[src/rtl/mul8_seq_if.sv]
// Operand, result and handshake bundle for the mul8_seq shift-and-add multiplier.
// The master drives the operands and start; the slave (multiplier) returns product and status.
interface mul8_seq_if;
    logic        start;
    logic [7:0]  A;
    logic [7:0]  B;
    logic [15:0] P;
    logic        busy;
    logic        done;

    modport master (output start, A, B, input P, busy, done);
    modport slave  (input start, A, B, output P, busy, done);
endinterface

[src/rtl/mul8_seq.sv]
// Sequential 8x8 unsigned shift-and-add multiplier: one add8_c ripple adder reused for
// 8 iterations, followed by a registered 16-bit product and a one-cycle done pulse.
module mul8_seq (
    input  logic     clk,
    input  logic     rst,
    mul8_seq_if.slave bus
);
    typedef enum logic [1:0] {IDLE, CALC, DONE} state_t;

    state_t     state;
    logic [7:0] m;
    logic [7:0] acc;
    logic [7:0] q;
    logic [2:0] cnt;

    logic [7:0] sum;
    logic       co;
    logic       c;
    logic [7:0] t;

    add8_c u_add (
        .a  (acc),
        .b  (m),
        .s  (sum),
        .co (co)
    );

    // The carry-out is the ninth bit of the partial product; it becomes ACC's new MSB.
    always_comb begin
        // NOTE: every always_comb output is given a value on every path, so no latch is inferred.
        {c, t} = q[0] ? {co, sum} : {1'b0, acc};
    end

    always_ff @(posedge clk) begin
        // NOTE: sequential state uses non-blocking assignments so all registers update together.
        if (rst) begin
            state    <= IDLE;
            m        <= '0;
            acc      <= '0;
            q        <= '0;
            cnt      <= '0;
            bus.P    <= '0;
            bus.busy <= 1'b0;
            bus.done <= 1'b0;
        end else begin
            case (state)
                IDLE: begin
                    bus.done <= 1'b0;
                    if (bus.start) begin
                        m        <= bus.A;
                        q        <= bus.B;
                        acc      <= '0;
                        cnt      <= '0;
                        bus.busy <= 1'b1;
                        state    <= CALC;
                    end
                end
                CALC: begin
                    acc <= {c, t[7:1]};
                    q   <= {t[0], q[7:1]};
                    cnt <= cnt + 3'd1;
                    if (cnt == 3'd7) begin
                        bus.P    <= {c, t[7:1], t[0], q[7:1]};
                        bus.busy <= 1'b0;
                        bus.done <= 1'b1;
                        state    <= DONE;
                    end
                end
                DONE: begin
                    bus.done <= 1'b0;
                    state    <= IDLE;
                end
                default: begin
                    bus.busy <= 1'b0;
                    bus.done <= 1'b0;
                    state    <= IDLE;
                end
            endcase
        end
    end
endmodule

// Team 8-bit ripple adder: {co, s} = a + b, built from a chain of full-adder cells.
module add8_c (
    input  logic [7:0] a,
    input  logic [7:0] b,
    output logic [7:0] s,
    output logic       co
);
    logic [8:0] c;

    assign c[0] = 1'b0;

    for (genvar i = 0; i < 8; i++) begin : g_fa
        assign s[i]     = a[i] ^ b[i] ^ c[i];
        assign c[i + 1] = (a[i] & b[i]) | (c[i] & (a[i] ^ b[i]));
    end

    assign co = c[8];
endmodule

[src/flat_wrapper.sv]
// flat-port wrapper written by rule: the top's interface ports become plain ports
module mul8_seq_flat 
  (clk, rst, bus_start, bus_A, bus_B, bus_P, bus_busy, bus_done);
  mul8_seq_if bus_i ();
  input  logic clk;
  input  logic rst;
  input wire logic [$bits(bus_i.start)-1:0] bus_start;
  input wire logic [$bits(bus_i.A)-1:0] bus_A;
  input wire logic [$bits(bus_i.B)-1:0] bus_B;
  output wire logic [$bits(bus_i.P)-1:0] bus_P;
  output wire logic [$bits(bus_i.busy)-1:0] bus_busy;
  output wire logic [$bits(bus_i.done)-1:0] bus_done;
  assign bus_i.start = bus_start;
  assign bus_i.A = bus_A;
  assign bus_i.B = bus_B;
  assign bus_P = bus_i.P;
  assign bus_busy = bus_i.busy;
  assign bus_done = bus_i.done;
  mul8_seq u_core (.clk(clk), .rst(rst), .bus(bus_i));
endmodule
[config.mk]
export PLATFORM = sky130hd
export DESIGN_NAME = mul8_seq_flat
export DESIGN_NICKNAME = d
export VERILOG_FILES = /design/src/rtl/mul8_seq_if.sv /design/src/rtl/mul8_seq.sv /design/src/flat_wrapper.sv
export SDC_FILE = /design/constraint.sdc
export NUM_CORES = 1
export LEC_CHECK = 0
export CORE_ASPECT_RATIO = 0.5
export CORE_MARGIN = 2
export CORE_UTILIZATION = 30
export DETAILED_ROUTE_END_ITERATION = 6
export HOLD_SLACK_MARGIN = 0.06
export SETUP_SLACK_MARGIN = 0.05
export SLEW_MARGIN = 30
export SYNTH_ARGS = -nofsm -noshare
export SYNTH_HDL_FRONTEND = slang
export SYNTH_SLANG_ARGS = --single-unit
[constraint.sdc]
create_clock -name clk -period 3.45 [get_ports clk]
set_input_delay 0.8625 -clock clk [delete_from_list [all_inputs] [get_ports clk]]
set_output_delay 0.8625 -clock clk [all_outputs]
set_load 0.1 [all_outputs]
# Word level (Yosys, flattened, before mapping)
# Index checks and enable logic that the tools add are counted.
[totals]
reg_bits = 47
input_bits = 19
out_inout_bits = 18
[op_classes]
n_addsub = 1
eq_ne = 5
mux = 13
bitwise = 39
reduce_logical = 8
[op_table]
columns = ["cell", "count"]
rows = [
  ["one-hot mux 8 bit (2 select lines)", 2],
  ["two-way mux 8 bit", 2],
  ["AND 1 bit", 15],
  ["bitwise XOR 1 bit", 15],
  ["two-way mux 9 bit", 1],
  ["AND reduction 2 bit", 4],
  ["bitwise OR 1 bit", 7],
  ["one-hot mux 3 bit (2 select lines)", 1],
  ["two-way mux 2 bit", 2],
  ["one-hot mux 2 bit (2 select lines)", 1],
  ["adder 3 x 1 -> 3 bit (second input constant)", 1],
  ["equality test 3 bit (second input constant)", 1],
  ["two-way mux 3 bit", 1],
  ["one-hot mux 1 bit (3 select lines)", 1],
  ["AND reduction 3 bit", 1],
  ["equality test 2 x 1 -> 1 bit (second input constant)", 1],
  ["equality test 2 bit (second input constant)", 1],
  ["zero test 2 bit", 1],
  ["two-way mux 1 bit", 2],
  ["!= test 2 x 1 -> 1 bit (second input constant)", 1],
  ["!= test 2 bit (second input constant)", 1],
  ["NOT 1 bit", 2],
  ["nonzero test 2 bit", 1],
  ["OR reduction 2 bit", 1],
]

# Depth between registers and ports, before layout
[logic_depth]
word_depth = 17
ltp_mapped = 13
depth_no_buf = 13

# By module
# A second synthesis with hierarchy kept.
[unflattened]
cells_unflattened = 220
hier_area_um2 = 2043.2
[by_module_without_submodules]
columns = ["mod", "instances", "cells_each", "area_per_inst_um2"]
rows = [
  ["mul8_seq", 1, 202, 1853.0],
  ["add8_c", 1, 18, 190.2],
]

# Worst setup path after synthesis
# Ideal clock, no wire load.
[synth_timing]
path_kind = "reg2reg"
startpoint = "register u_core.acc[0]"
endpoint = "register u_core.acc[6]"
setup_time_ns = 0.117
arrival_ns = 3.203
t_required_ns = 3.333
setup_slack_ns = 0.130
stages_incl_launch_ff = 14
n_path_buf = 0
path_cell_list = "dfxtp_1 ha_1 inv_1 fa_1 fa_1 fa_1 fa_1 inv_1 fa_1 fa_1 fa_1 mux2i_1 inv_1 a22o_1"
[synth_between]
elab_chain_len = 16
[synth_lines]
columns = ["element", "line", "source"]
rows = [
  ["start: declaration", "mul8_seq.sv:12", "logic [7:0] acc;"],
  ["start signal: assignment", "mul8_seq.sv:59", "acc <= {c, t[7:1]};"],
  ["AND 1 bit (2 in series)", "mul8_seq.sv:96", "assign c[i + 1] = (a[i] & b[i]) | (c[i] & (a[i] ^ b[i]));"],
  ["bitwise OR 1 bit", "mul8_seq.sv:96", ""],
  ["AND 1 bit", "mul8_seq.sv:96", ""],
  ["bitwise OR 1 bit", "mul8_seq.sv:96", ""],
  ["AND 1 bit", "mul8_seq.sv:96", ""],
  ["bitwise OR 1 bit", "mul8_seq.sv:96", ""],
  ["AND 1 bit", "mul8_seq.sv:96", ""],
  ["bitwise OR 1 bit", "mul8_seq.sv:96", ""],
  ["AND 1 bit", "mul8_seq.sv:96", ""],
  ["bitwise OR 1 bit", "mul8_seq.sv:96", ""],
  ["AND 1 bit", "mul8_seq.sv:96", ""],
  ["bitwise OR 1 bit", "mul8_seq.sv:96", ""],
  ["bitwise XOR 1 bit", "mul8_seq.sv:95", "assign s[i] = a[i] ^ b[i] ^ c[i];"],
  ["two-way mux 9 bit", "mul8_seq.sv:31", "{c, t} = q[0] ? {co, sum} : {1'b0, acc};"],
  ["one-hot mux 8 bit (2 select lines)", "mul8_seq.sv:46", "case (state)"],
]
# No other way between the ends.
# A chain may end at the register's enable or synchronous reset.

# Worst setup path in the final report
# Same ends and word-level chain as after synthesis.

==> run metrics <==
Via Count 1536; n_diodes 0; WL final about 4400 um; sequential group share of total power 0.481; total gr overflow 0; Initial Util 0.311; HPWL Detailed 3130 um; CTS tree built; Port Buffers 36; routability cong. 0.729; layout cells sized above 1 0.215; Critical Path Slowest Stage Cell fa_1; synthesized netlist cell count between 200 and 250; CTS max path bufs 2; Internal 931 uW; unrepaired setup endpoints after global routing yes; Cell Area, Synth ~2100 sq um; Fill cells 679; max-cap viol count 0; Fin. Hold Viols 0; I/O pins 37; Pre-Repair DR Iteration Count 4; crit-path max FO 3; sequential fraction of the synthesis area 0.450; hold path startpoint u_core.bus.P[2]$_SDFFE_PP0P_; Data arrival, critical path 3.47 ns; Clk pwr share 0.420; Sinks on Clock Net 47; Logic pwr share 0.098; area of the core 6730 sq um; P_leak 0.00103 uW; clk_skew 0.00443 ns; CP startpoint kind flip-flop; Tcrit/Tclk final 0.953; Crit Path Class reg -> reg; # setup viols final 0; sum of negative setup slack 0 ns; initial DRC count 113; CP endpoint kind flip-flop; register area roughly 940 sq um; Final #Nets approximately 280; Die H around 63 um; post-synthesis cell type count 33; worst path buffer plus inverter count 3; Worst Hold Class reg -> reg; pin count of the biggest net entering global routing 18; Util after Layout 0.394; synth warn 0; CTS H-Tree Depth 2; initial antenna violation count 0; gr usage total 0.126; antenna-violating nets left 0; vias in the first global route 1574; Area Growth Syn to Fin 26.6%; count of flip-flops with a built-in enable after synthesis 0; std cell rows 21; average wire per standard cell 12.9 um; f_max just over 300 MHz; first-pass GRT wire length 7510 um; switch share 0.234; reg2reg start u_core.acc[0]$_SDFFE_PP0P_; CTS root buffer clkbuf_16; Remaining DRCs 0; Critical Path Most Common Cell fa_2; Peak VDD IR 0.163 mV; Slew Viols, Final 0; Vias/cell approximately 4.5; minimum clock period 3.29 ns; dominant synthesized flop cell dfxtp_1; CP Cell Sequence ha_1, inv_1, fa_2, fa_2, fa_2, fa_2, inv_2, fa_2, fa_1, fa_1, mux2i_1, inv_1, a22o_1; TritonCTS buffer count 5; hold slack 0.455 ns; dpl ws -0.0688 ns; worst skew pair latency 0.29 ns; Avg Cell Area, Syn roughly 9.8 sq um; register bit total from synthesis 47; Worst EP required 3.63 ns; area taken by multi-input logic gates 1030 sq um; die area 7700 sq um; status finished clean; worst setup margin 0.162 ns; PD cells between 400 and 500 nW/um^2; Critical Path Max Stage Delay around 0.42 ns; Worst slew margin 0.438; Switching Power about 280 uW; Die W 122 um; Setup crit start u_core.acc[0]$_SDFFE_PP0P_; Mapped Nets 242; ys async rst share 0; Worst-Margin Slew 0.842 ns; Reg clk slew, reported paths 0.06 ns; Worst path top cell family by delay adder cells
[routing by layer]
layer	global-route usage	wire length, um
met1	0.157	2080
met2	0.205	2000
met3	0.0453	254
met4	0.0359	45
met5	0	0
[power groups by stage]
stage / clock network [uW] / logic (uW) / registers, uW
after floorplan: 0 / 84.0 / 591
after CTS: 519 / 121 / 585
final: 510 / 119 / 585
after detailed placement: 0 / 119 / 597
after global placement: 0 / 115 / 596
after global routing: 552 / 133 / 588
[state kept, by name (all words and copies together) (netlist names)]
register / count
u_core.bus.P: 16
u_core.acc: 8
u_core.m: 8
u_core.q: 8
u_core.cnt: 3
u_core.state: 2
u_core.bus.busy: 1
u_core.bus.done: 1
[final timing paths]
kind | end | slack, ns | cells after the start
worst min-delay path | u_core.bus.P[2]$_SDFFE_PP0P_ | 0.45 | 2
worst max register to register | u_core.acc[6]$_SDFFE_PP0P_ | 0.16 | 13
worst min register to register | u_core.bus.P[2]$_SDFFE_PP0P_ | 0.45 | 2
worst max-delay path | u_core.acc[6]$_SDFFE_PP0P_ | 0.16 | 13
[synthesized netlist by cell type (all sizes together), types with 2 or more instances]
cell type / number / area [sq um]
and3b: 2 / 17.5
o21bai: 2 / 15.0
ha: 3 / 37.5
a211oi: 9 / 108
clkbuf: 2 / 7.51
nor3: 3 / 15.0
inv: 13 / 48.8
nand3: 4 / 20.0
fa: 7 / 140
mux2i: 17 / 170
mux2: 3 / 33.8
buf: 13 / 73.8
a22o: 5 / 43.8
or2: 2 / 12.5
dfxtp: 47 / 941
a32o: 3 / 30.0
a21oi: 16 / 80.1
nand2: 23 / 86.3
a211o: 2 / 17.5
nor2b: 3 / 21.3
a22oi: 2 / 15.0
nor2: 26 / 105
[cell type report]
type                    instances  share of cell area
well taps                      92              0.0435
flip-flops and latches         47               0.356
repair buffers                 41               0.133
clock buffers                   8              0.0590
inverters                      13              0.0184
multi-input cells             138               0.390
[layout by cell type (no fill, tap or decap), drive strengths merged, types with 4 or more instances in the layout]
cell / n
a22o: 5
buf: 23
nand3: 4
clkdlybuf4s50: 18
clkbuf: 8
fa: 7
a211oi: 9
dfxtp: 47
nand2: 23
nor2: 26
inv: 13
a21oi: 16
mux2i: 17
[metrics by stage]
stage,instances,power [uW],cell area (sq um)
6_report,339,1210,2650
4_1_cts,339,1220,2640
3_3_place_gp,330,711,2470
2_1_floorplan,213,676,2090
3_5_place_dp,330,716,2470
5_1_grt,339,1270,2650
[tightest hold or removal path, delay by kind of cell (launching register included)]
kind / cells / cell delay [ns]
AND/OR/NAND/NOR: 1 / 0.05
AO/OA/AOI/OAI: 1 / 0.05
flip-flops: 1 / 0.31
[cell families after synthesis]
family          count (synthesis)  share of synthesized area
simple gates                   66                      0.145
buf+inv                        28                     0.0622
fa+ha+maj                      10                     0.0849
compound gates                 42                      0.161
mux                            20                     0.0975
flops                          47                      0.450
[what timing repair did]
action	4_1_cts	5_1_grt
hold buffers	0	0
resized for setup	4	3
buffers inserted	1	0
endpoints found under the setup margin	2	3
No activity file was read; power rests on OpenSTA's default activity.
